### config.mk
export PLATFORM = sky130hd
export DESIGN_NAME = vga_timing_gen
export DESIGN_NICKNAME = d
export VERILOG_FILES = /design/src/rtl/vga_timing_gen_pkg.sv /design/src/rtl/vga_timing_gen_axis_counter.sv /design/src/rtl/vga_timing_gen.sv
export SDC_FILE = /design/constraint.sdc
export NUM_CORES = 1
export LEC_CHECK = 0
export CAP_MARGIN = 10
export CORE_UTILIZATION = 50
export CTS_CLUSTER_SIZE = 25
export DETAILED_ROUTE_END_ITERATION = 8
export PLACE_DENSITY = 0.81
export SETUP_SLACK_MARGIN = 0.5
export SKIP_LAST_GASP = 1
export SLEW_MARGIN = 20
export SYNTH_ARGS = -nofsm -noshare
export SYNTH_HDL_FRONTEND = slang
export SYNTH_SLANG_ARGS = --single-unit
### constraint.sdc
create_clock -name clk -period 5.85 [get_ports clk]
set_input_delay 1.4625 -clock clk [delete_from_list [all_inputs] [get_ports clk]]
set_output_delay 1.4625 -clock clk [all_outputs]
set_load 0.01 [all_outputs]
### src/rtl/vga_timing_gen_pkg.sv
`default_nettype none
// ============================================================================
// Module   : vga_timing_gen_pkg
// Purpose  : Default 640x480@60 timing constants, position width and the
//            per-axis phase encoding.
// Revision : 1.0 - initial release
// ============================================================================
package vga_timing_gen_pkg;

    localparam int c_POS_W = 10;

    localparam int c_H_VIS  = 640;
    localparam int c_H_FP   = 16;
    localparam int c_H_SYNC = 96;
    localparam int c_H_BP   = 48;
    localparam int c_V_VIS  = 480;
    localparam int c_V_FP   = 10;
    localparam int c_V_SYNC = 2;
    localparam int c_V_BP   = 33;

    typedef enum logic [1:0] {
        PH_ACTIVE = 2'd0,
        PH_FRONT  = 2'd1,
        PH_SYNC   = 2'd2,
        PH_BACK   = 2'd3
    } phase_t;

endpackage
`default_nettype wire

### src/rtl/vga_timing_gen_axis_counter.sv
`default_nettype none
// ============================================================================
// Module   : vga_axis_counter
// Purpose  : One raster axis: position counter plus ACTIVE/FRONT/SYNC/BACK
//            phase FSM, stepping only when advance is high.
// Revision : 1.0 - initial release
// ============================================================================
module vga_axis_counter
    import vga_timing_gen_pkg::*;
#(
    parameter int VIS  = c_H_VIS,
    parameter int FP   = c_H_FP,
    parameter int SYNC = c_H_SYNC,
    parameter int BP   = c_H_BP
) (
    input  logic               clk,
    input  logic               reset,
    input  logic               advance,
    output logic [c_POS_W-1:0] pos,
    output phase_t             phase,
    output logic               at_max
);

    localparam int TOT = VIS + FP + SYNC + BP;
    localparam logic [c_POS_W-1:0] c_POS_MAX = c_POS_W'(TOT - 1);

    phase_t             r_phase;
    phase_t             w_phase_nxt;
    logic [c_POS_W-1:0] r_pos;
    logic [c_POS_W-1:0] w_pos_nxt;
    logic [c_POS_W-1:0] r_cnt;
    logic [c_POS_W-1:0] w_cnt_nxt;
    logic [c_POS_W-1:0] w_len_m1;
    logic               r_at_max;

    always_comb begin
        w_len_m1 = c_POS_W'(VIS - 1);
        case (r_phase)
            PH_FRONT: w_len_m1 = c_POS_W'(FP - 1);
            PH_SYNC:  w_len_m1 = c_POS_W'(SYNC - 1);
            PH_BACK:  w_len_m1 = c_POS_W'(BP - 1);
            default:  w_len_m1 = c_POS_W'(VIS - 1);
        endcase
    end

    always_comb begin
        w_phase_nxt = r_phase;
        w_cnt_nxt   = r_cnt;
        w_pos_nxt   = r_pos;
        if (advance) begin
            w_pos_nxt = (r_pos == c_POS_MAX) ? '0 : r_pos + 1'b1;
            if (r_cnt == w_len_m1) begin
                w_cnt_nxt = '0;
                case (r_phase)
                    PH_ACTIVE: w_phase_nxt = PH_FRONT;
                    PH_FRONT:  w_phase_nxt = PH_SYNC;
                    PH_SYNC:   w_phase_nxt = PH_BACK;
                    default:   w_phase_nxt = PH_ACTIVE;
                endcase
            end else begin
                w_cnt_nxt = r_cnt + 1'b1;
            end
        end
    end

    always_ff @(posedge clk) begin
        if (reset) begin
            r_phase  <= PH_ACTIVE;
            r_cnt    <= '0;
            r_pos    <= '0;
            r_at_max <= 1'b0;
        end else begin
            r_phase  <= w_phase_nxt;
            r_cnt    <= w_cnt_nxt;
            r_pos    <= w_pos_nxt;
            r_at_max <= (w_pos_nxt == c_POS_MAX);
        end
    end

    // phase is the next-state value so the top's registered decodes line up with pos
    assign pos    = r_pos;
    assign phase  = w_phase_nxt;
    assign at_max = r_at_max;

endmodule
`default_nettype wire

### src/rtl/vga_timing_gen.sv
`default_nettype none
// ============================================================================
// Module   : vga_timing_gen
// Purpose  : Free-running VGA raster timing generator (sync, position, strobes,
//            visible flag). Define VGA_TIMING_FRAME_CTR_EN to add frame[7:0].
// Revision : 1.0 - initial release
// ============================================================================
module vga_timing_gen
    import vga_timing_gen_pkg::*;
#(
    parameter int H_VIS    = c_H_VIS,
    parameter int H_FP     = c_H_FP,
    parameter int H_SYNC   = c_H_SYNC,
    parameter int H_BP     = c_H_BP,
    parameter int V_VIS    = c_V_VIS,
    parameter int V_FP     = c_V_FP,
    parameter int V_SYNC   = c_V_SYNC,
    parameter int V_BP     = c_V_BP,
    parameter bit SYNC_POL = 1'b1
) (
    input  logic               clk,
    input  logic               reset,
    output logic               hsync,
    output logic               vsync,
    output logic [c_POS_W-1:0] hpos,
    output logic [c_POS_W-1:0] vpos,
    output logic               hmax,
    output logic               vmax,
`ifdef VGA_TIMING_FRAME_CTR_EN
    output logic [7:0]         frame,
`endif
    output logic               visible
);

    localparam int H_TOT = H_VIS + H_FP + H_SYNC + H_BP;
    localparam int V_TOT = V_VIS + V_FP + V_SYNC + V_BP;
    localparam logic [c_POS_W-1:0] c_H_PRE = c_POS_W'(H_TOT - 2);

    generate
        if (H_TOT > 1024 || V_TOT > 1024 || H_VIS == 0 || H_FP == 0 || H_SYNC == 0 ||
            H_BP == 0 || V_VIS == 0 || V_FP == 0 || V_SYNC == 0 || V_BP == 0) begin : g_bad_params
            $error("vga_timing_gen: timing parameters out of range");
        end
    endgenerate

    logic [c_POS_W-1:0] w_hpos;
    logic [c_POS_W-1:0] w_vpos;
    phase_t             w_h_phase_nxt;
    phase_t             w_v_phase_nxt;
    logic               w_h_at_max;
    logic               w_v_at_max;

    logic r_hsync;
    logic r_vsync;
    logic r_visible;
    logic r_vmax;

    vga_axis_counter #(
        .VIS  (H_VIS),
        .FP   (H_FP),
        .SYNC (H_SYNC),
        .BP   (H_BP)
    ) u_h_axis (
        .clk     (clk),
        .reset   (reset),
        .advance (1'b1),
        .pos     (w_hpos),
        .phase   (w_h_phase_nxt),
        .at_max  (w_h_at_max)
    );

    vga_axis_counter #(
        .VIS  (V_VIS),
        .FP   (V_FP),
        .SYNC (V_SYNC),
        .BP   (V_BP)
    ) u_v_axis (
        .clk     (clk),
        .reset   (reset),
        .advance (w_h_at_max),
        .pos     (w_vpos),
        .phase   (w_v_phase_nxt),
        .at_max  (w_v_at_max)
    );

    // vpos cannot move on the cycle before hmax, so its current at_max is also its next one
    always_ff @(posedge clk) begin
        if (reset) begin
            r_hsync   <= ~SYNC_POL;
            r_vsync   <= ~SYNC_POL;
            r_visible <= 1'b1;
            r_vmax    <= 1'b0;
        end else begin
            r_hsync   <= (w_h_phase_nxt == PH_SYNC) ? SYNC_POL : ~SYNC_POL;
            r_vsync   <= (w_v_phase_nxt == PH_SYNC) ? SYNC_POL : ~SYNC_POL;
            r_visible <= (w_h_phase_nxt == PH_ACTIVE) && (w_v_phase_nxt == PH_ACTIVE);
            r_vmax    <= (w_hpos == c_H_PRE) && w_v_at_max;
        end
    end

`ifdef VGA_TIMING_FRAME_CTR_EN
    logic [7:0] r_frame;

    always_ff @(posedge clk) begin
        if (reset) begin
            r_frame <= 8'd0;
        end else if (r_vmax) begin
            r_frame <= r_frame + 8'd1;
        end
    end

    assign frame = r_frame;
`endif

    assign hsync   = r_hsync;
    assign vsync   = r_vsync;
    assign hpos    = w_hpos;
    assign vpos    = w_vpos;
    assign hmax    = w_h_at_max;
    assign vmax    = r_vmax;
    assign visible = r_visible;

endmodule
`default_nettype wire

==> flow_summary.yaml, run 1 <==
run_status:
  status: "complete, no violations"
critical_path:
  r2r-end: "u_v_axis.r_cnt[8]"
  r2r_cells: 6
  crit_fanout: 19
  cp_slowest_cell: "dfxtp_1"
  crit_path_end_kind: "output pin"
  required_ns: 4.39
  r2r_slack_ns: 3.53
  path_cells: "clkdlybuf4s50_1"
  cp_slowest_stage_delay_ns: 0.83
  path_delay_family: "flip-flops"
  timing.rr.start: "u_v_axis.r_phase[1]"
  crit_type: "register to output pin"
  start_kind: "register"
  arrival_ns: 1.81
  critPathBufInv: 1
cells_and_area:
  area_growth_syn_to_layout_pct: 16.96
  final_common_cell: "dfxtp_1"
  nNetsFinal: 331
  antenna_cells: 0
  drive_above_1_share: 0.05047
  fin_util: 0.6165
  mostFrequentLayoutCells: "dfxtp_1, nor2_1, clkdlybuf4s50_1, xnor2_1"
  fill_cells: 417
clock_tree:
  cts_sinks: 50
  post_cts_resized: 0
  hold_buffers: 0
  numCtsBuffers: 5
  cts_htree_levels: 2
  cts_tree: "built"
  clk_latency_ns: 0.30
  post_cts_buffers: 0
  clock-root-buffer: "clkbuf_8"
  clk_pin_slew_ns: 0.08
  clk_path_buf_depth: 2
power_and_ir_drop:
  power.density_mw_per_mm2: 206.6
  ir_drop_uv: 113.8
  p_leak_nw: 1.018
routing:
  wl_per_cell_um: 12.88
  vias: 2143
  firstDrtPassIters: 4
  wl_um: 4945
  ant_nets: 0
  remaining_drc_errors: 0
  first_iter_violations: 154
  vias_per_cell: 5.581
timing:
  skew_ns: 0.005932
  drv_slew: 0
  rsz0062_at_grt: "no"
  hold_violations: 0
  min_period_ns: 3.268
  finalSetupViolations: 0
  fin_crit_sh: 0.5586
  tightest_slew_ns: 0.7769
  max_freq_mhz: 306.0
  final.setup.tns_ns: 0
  relSlewSlack: 0.4814
floorplan:
  initial_core_util: 0.5271
  pin_count: 27
  rows: 25
  fp.dieW_um: 73.03
  die_y_um: 73.03
  core_area_mm2: 0.004786
  die-area_mm2: 0.005333
logic_synthesis:
  syn_nets: 305
  yosys_warnings: 0
  async_flop_share: 0
  ys_seq_area_frac: 0.3968
  ys_types: 52
  ys.flop_type: "dfxtp_1"
  syn-cell-area_mm2: 0.002522
  synth_edf_count: 0
  synth_area_per_cell_um2: 8.668
  ys_seq_elements: 50
  syn_inst: 291
global_route:
  grt_pass1_vias: 1955
  grt_first_pass_wirelength_um: 8376
  antenna_found_initial: 0
  grt_overflow: 0
  grt_max_degree: 20
  grt_usage: 0.2001
hold_path:
  hold_depth: 2
  worst_hold_path_type: "register to register"
  hold_end: "vmax"
  hold_path.startpoint: "u_v_axis.at_max"
run:
  maxCapViolCount: 0
placed_design:
  gp_congestion: 0.8639
  hpwlAfterDp_um: 3523
  numPortBuffers: 26
cells in the mapped netlist (3+ instances only):
cell      number  share of area
a21oi_1        9          0.018
and3_1         7          0.017
clkbuf_1       4         0.0060
dfxtp_1       50           0.40
ha_1          12          0.060
inv_1         14          0.021
nand2_1       16          0.024
nand2b_1       3         0.0074
nand3_1       16          0.032
nand4_1       14          0.035
nor2_1        42          0.062
nor2b_1        3         0.0074
nor3_1         8          0.016
nor4_1         4         0.0099
o21ai_0        5         0.0099
o311ai_0       3          0.010
or3_1          3         0.0074
xnor2_1       21          0.073
xor2_1        15          0.052
power by group:
part	internal, mW	leakage, nW	switching (mW)
logic	0.00800	0.557	0.0106
registers	0.344	0.404	0.00451
clock network	0.137	0.0573	0.106
sequential cells by signal, summed over array words and instances, names as in the netlist:
signal	flops
u_v_axis.pos	10
u_h_axis.r_phase	2
u_h_axis.r_cnt	10
hsync	1
vmax	1
visible	1
vsync	1
u_h_axis.pos	10
u_v_axis.r_phase	2
u_h_axis.at_max	1
u_v_axis.r_cnt	10
u_v_axis.at_max	1
worst max path at each step:
stage,depth (start not counted),endpoint,from,slack (ns)
global route,1,hmax,u_h_axis.at_max,2.50
detailed placement,4,u_h_axis.at_max,reset,2.40
finish,1,hmax,u_h_axis.at_max,2.58
CTS,1,hmax,u_h_axis.at_max,2.59
floorplan,4,u_h_axis.at_max,reset,3.19
global placement,4,u_h_axis.at_max,reset,2.46
layout make-up:
cell class	count	area (um^2)	area share
well taps	67	83.83	0.02841
clock buffers	6	82.58	0.02799
repair buffers	26	260.3	0.08821
inverters	14	52.55	0.01781
multi-input cells	220	1440	0.4881
flip-flops and latches	50	1001	0.3393
clock inverters	1	30.03	0.01018
cells by family (layout without fill, tap and decap cells):
kind of cell               Yosys count  in the layout  share of synthesized area
xor gates and xnor gates            36             36                     0.1250
muxes                                2              2                   0.007937
AOI/OAI and AO/OA                   38             38                     0.1096
DFF                                 50             50                     0.3968
and+or+nand+nor                    132            132                     0.2689
adders and majority gates           12             12                    0.05952
buffers and inverters               21             47                    0.03224
through the flow:
stage	area [um^2]	std cells	power, mW	hold WS [ns]	setup WS [ns]
6_report	2950	384	0.6095	0.4405	2.582
5_1_grt	2950	384	0.6336	0.4593	2.501
4_1_cts	2950	384	0.6149	0.4473	2.594
3_5_place_dp	2838	377	0.3748	0.4351	2.397
3_3_place_gp	2838	377	0.3741	0.4282	2.462
2_1_floorplan	2522	291	0.3673	0.4081	3.189
metal layers:
| layer | vias up | wire [um] | GRT usage |
|---|---|---|---|
| li1 | 1083 | - | - |
| met1 | 1004 | 2297 | 0.2427 |
| met2 | 49 | 2361 | 0.3385 |
| met3 | 7 | 217 | 0.05110 |
| met4 | 0 | 68 | 0.07625 |
| met5 | - | 0 | 0 |
No activity file was read; power rests on OpenSTA's default activity.
==> run 2: changes to the inputs <==
- clock period: 5.85 -> 3.1 ns (I/O delays scaled with it)
==> run 2 against run 1 <==
Compared with the run above:
- cell area decreased by 0.81%
- clock power rose by 44%
- routed wire length is 2.5% lower
- critical endpoint unchanged
- largest cell class unchanged
==> flow_summary.yaml, run 2 (same netlist as run 1, synthesis figures left out) <==
run_status:
  status: "complete, no violations"
clock_tree:
  clk_pin_slew_ns: 0.08
  clk_path_buf_depth: 2
  post_cts_resized: 0
  hold_buffers: 0
  cts_htree_levels: 2
  cts_tree: "built"
  clock-root-buffer: "clkbuf_8"
  cts_sinks: 50
  numCtsBuffers: 5
  clk_latency_ns: 0.30
  post_cts_buffers: 0
hold_path:
  hold_depth: 2
  hold_end: "vmax"
  worst_hold_path_type: "register to register"
  hold_path.startpoint: "u_v_axis.at_max"
critical_path:
  cp-startpoint: "u_h_axis.at_max"
  r2r_slack_ns: 0.85
  cp_slowest_stage_delay_ns: 0.62
  r2r-end: "u_v_axis.r_cnt[7]"
  r2r_cells: 6
  crit_fanout: 19
  required_ns: 2.32
  cp_slowest_cell: "clkdlybuf4s50_1"
  arrival_ns: 1.49
  path_cells: "clkdlybuf4s50_1"
  path_delay_family: "buffers and inverters"
  crit_path_end_kind: "output pin"
  crit_type: "register to output pin"
  start_kind: "register"
  critPathBufInv: 1
  timing.rr.start: "u_v_axis.r_phase[0]"
timing:
  max_freq_mhz: 440.9
  drv_slew: 0
  rsz0062_at_grt: "no"
  final.setup.tns_ns: 0
  hold_violations: 0
  relSlewSlack: 0.5165
  fin_crit_sh: 0.7316
  tightest_slew_ns: 0.7210
  hold_slack_ns: 0.4253
  skew_ns: 0.007277
  finalSetupViolations: 0
  min_period_ns: 2.268
cells_and_area:
  final_cells: 385
  final_common_cell: "dfxtp_1"
  antenna_cells: 0
  mostFrequentLayoutCells: "dfxtp_1, nor2_1, clkdlybuf4s50_1, xnor2_1"
  area_growth_syn_to_layout_pct: 16.02
  fin_util: 0.6115
  drive_above_1_share: 0.05346
  nNetsFinal: 332
  fin_area_mm2: 0.002927
global_route:
  grt_overflow: 0
  antenna_found_initial: 0
  grt_usage: 0.1908
  grt_pass1_vias: 1877
  grt_first_pass_wirelength_um: 8045
  grt_max_degree: 20
floorplan:
  rows: 25
  core_area_mm2: 0.004786
  fp.dieW_um: 73.03
  initial_core_util: 0.5271
  pin_count: 27
  die-area_mm2: 0.005333
  die_y_um: 73.03
routing:
  firstDrtPassIters: 5
  vias: 2136
  ant_nets: 0
  wl_um: 4821
  wl_per_cell_um: 12.52
  vias_per_cell: 5.548
  first_iter_violations: 156
  remaining_drc_errors: 0
placed_design:
  dpl_cell_area_mm2: 0.002845
  placed_cells: 378
  hpwlAfterDp_um: 3426
  gp_congestion: 0.8661
  numPortBuffers: 26
power_and_ir_drop:
  p_leak_nw: 1.004
  ir_drop_uv: 175.6
  power.density_mw_per_mm2: 357.0
run:
  maxCapViolCount: 0
-- run 2: changes by cell type in the layout (fill, tap and decap cells not counted) --
cell / delta
clkbuf_8: -1
dfxtp_1: -1
clkinvlp_4: +1
dfxtp_2: +1
buf_4: +1
bufinv_16: -1
clkbuf_1: +1
-- run 2: layout make-up --
type | instances | area [um^2]
fillers | 409 | 1859
well taps | 67 | 83.83
multi-input cells | 220 | 1440
inverters | 14 | 52.55
clock inverters | 1 | 7.507
flip-flops and latches | 50 | 1002
clock buffers | 6 | 72.57
repair buffers | 27 | 267.8
-- run 2: per-stage QoR --
step,power (mW),setup slack [ns]
global route,1.097,0.5776
CTS,1.061,0.5431
global placement,0.7073,0.7732
floorplan,0.6930,1.107
detailed placement,0.7087,0.7302
finish,1.045,0.8321
-- run 2: power breakdown --
group / leakage, nW / internal (mW) / switching [mW] / total (mW)
registers: 0.404 / 0.648 / 0.00825 / 0.656
logic: 0.562 / 0.0160 / 0.0212 / 0.0372
clock network: 0.0373 / 0.155 / 0.196 / 0.351
total: 1.00 / 0.819 / 0.226 / 1.04
-- run 2: worst max path at each step --
stage	to	cells past startpoint
finish	hmax	1
global route	u_v_axis.r_cnt[1]	6
global placement	u_h_axis.at_max	4
detailed placement	u_h_axis.at_max	4
CTS	hmax	1
floorplan	u_h_axis.r_phase[0]	7
-- run 2: routing by layer --
metal | share of wire | vias to the layer above | GRT usage
li1 | - | 1080 | -
met1 | 0.48 | 994 | 0.2466
met2 | 0.46 | 54 | 0.3004
met3 | 0.047 | 8 | 0.04972
met4 | 0.014 | 0 | 0.08061
met5 | 0 | - | 0
==> run 3: changes to the inputs <==
- PLACE_DENSITY: 0.81 -> 0.84
- clock period: 3.1 -> 1.9 ns (I/O delays scaled with it)
==> run 3 against run 2 <==
Compared with the run above:
- clock power is 97% higher
- critical path type is now register to register
- cell area is 27% higher
- register-to-register slack worse by 0.75 ns
- combinational power grew to 2.8 times the previous value
- worst hold slack better by 0.023 ns
==> flow_summary.yaml, run 3 (same netlist as run 1, synthesis figures left out) <==
run:
  maxCapViolCount: 0
clock_tree:
  cts_htree_levels: 2
  clk_path_buf_depth: 2
  clk_latency_ns: 0.31
  cts_sinks: 50
  cts_tree: "built"
  clk_pin_slew_ns: 0.10
  clock-root-buffer: "clkbuf_8"
  hold_buffers: 0
  numCtsBuffers: 5
power_and_ir_drop:
  power.density_mw_per_mm2: 496.0
  ir_drop_uv: 415.0
  p_total_mw: 1.844
  p_leak_nw: 1.332
critical_path:
  crit_end: "u_h_axis.r_phase[0]"
  required_ns: 2.15
  crit_type: "register to register"
  path_cells: "inv_4 -> ha_4 -> xor2_2 -> or4_4 -> or3_4 -> a21oi_2"
  cp_slowest_stage_delay_ns: 0.55
  timing.rr.start: "u_h_axis.r_phase[0]"
  cp_slowest_cell: "or4_4"
  critical_path_cell_count: 6
  start_kind: "register"
  r2r-end: "u_h_axis.r_phase[0]"
  path_delay_family: "simple AND/OR/NAND/NOR gates"
  r2r_cells: 6
  arrival_ns: 2.05
  cp-startpoint: "u_h_axis.r_phase[0]"
  r2r_slack_ns: 0.1
  crit_path_end_kind: "register"
  crit_fanout: 6
  critPathBufInv: 1
floorplan:
  initial_core_util: 0.5271
  pin_count: 27
  rows: 25
  fp.dieW_um: 73.03
  die-area_mm2: 0.005333
  die_y_um: 73.03
  core_area_mm2: 0.004786
global_route:
  grt_overflow: 0
  grt_first_pass_wirelength_um: 9963
  antenna_found_initial: 0
  grt_usage: 0.2384
  grt_pass1_vias: 2106
  grt_max_degree: 15
timing:
  final.setup.tns_ns: 0
  worst_slack_ns: 0.09565
  rsz0062_at_grt: "yes"
  relSlewSlack: 0.6835
  fin_crit_sh: 0.9497
  hold_violations: 0
  min_period_ns: 1.804
  drv_slew: 0
  hold_slack_ns: 0.4488
  tightest_slew_ns: 0.4674
  max_freq_mhz: 554.2
  skew_ns: 0.01471
  finalSetupViolations: 0
cells_and_area:
  nNetsFinal: 375
  fill_cells: 273
  mostFrequentLayoutCells: "nor2_1, buf_4, dfxtp_1, xnor2_1, dfxtp_4"
  area_growth_syn_to_layout_pct: 47.37
  multi_input_area_mm2: 0.001787
  antenna_cells: 0
  ff_latch_area_mm2: 0.001087
  final_cells: 429
  fin_util: 0.7767
  fin_area_mm2: 0.003717
  drive_above_1_share: 0.4337
placed_design:
  hpwlAfterDp_um: 3738
  placed_cells: 386
  gp_congestion: 0.8506
  dpl_cell_area_mm2: 0.003029
  pre_cts_ws_ns: 0.007019
  numPortBuffers: 26
routing:
  first_iter_violations: 217
  firstDrtPassIters: 5
  remaining_drc_errors: 0
  vias: 2471
  vias_per_cell: 5.760
  wl_um: 7463
  wl_per_cell_um: 17.40
  ant_nets: 0
hold_path:
  worst_hold_path_type: "register to register"
  hold_depth: 2
run_status:
  status: "complete, no violations"
-- run 3: changes by cell type in the layout (fill, tap and decap cells not counted), sizes merged --
cell / before / now
buf: 1 / 54
clkdlybuf4s50: 26 / 0
clkbuf: 6 / 14
clkdlybuf4s15: 0 / 5
dlygate4sd2: 0 / 5
clkinvlp: 1 / 0
-- run 3: report_power, final --
part           switching, mW  total, mW  internal, mW  leakage [nW]
registers             0.0146       1.05          1.03         0.423
clock network          0.352      0.693         0.342        0.0506
logic                 0.0530      0.103        0.0503         0.859
-- run 3: cell type report --
type / instances / area share
Inverter: 14 / 0.01683
Sequential cell: 50 / 0.2925
Multi-Input combinational cell: 220 / 0.4806
Tap cell: 67 / 0.02255
Timing Repair Buffer: 70 / 0.1602
Clock buffer: 8 / 0.02726
-- run 3: tightest hold or removal path, cell delays in order (launching register included) --
cell	delay [ns]
dfxtp_1	0.31
nand2_1	0.06
nor4_1	0.04
-- run 3: worst min path at each step --
stage / startpoint / to / slack [ns]
after floorplan: u_v_axis.at_max / vmax / 0.41
after global placement: u_v_axis.at_max / vmax / 0.42
after detailed placement: u_v_axis.at_max / vmax / 0.43
after CTS: u_v_axis.at_max / vmax / 0.44
after global routing: u_v_axis.at_max / vmax / 0.47
final: u_v_axis.at_max / vmax / 0.45
-- run 3: per-layer routing --
metal / vias up / global-route usage / routed length (um)
met3: 17 / 0.03591 / 311
li1: 1176 / - / -
met4: 0 / 0.07190 / 159
met1: 1186 / 0.3086 / 3058
met5: - / 0 / 0
met2: 92 / 0.4074 / 3934
-- run 3: what timing repair did --
item,in CTS,in global routing
pin swaps,7,21
setup buffers,17,18
gates resized for setup,123,60
endpoints found under the setup margin,58,58
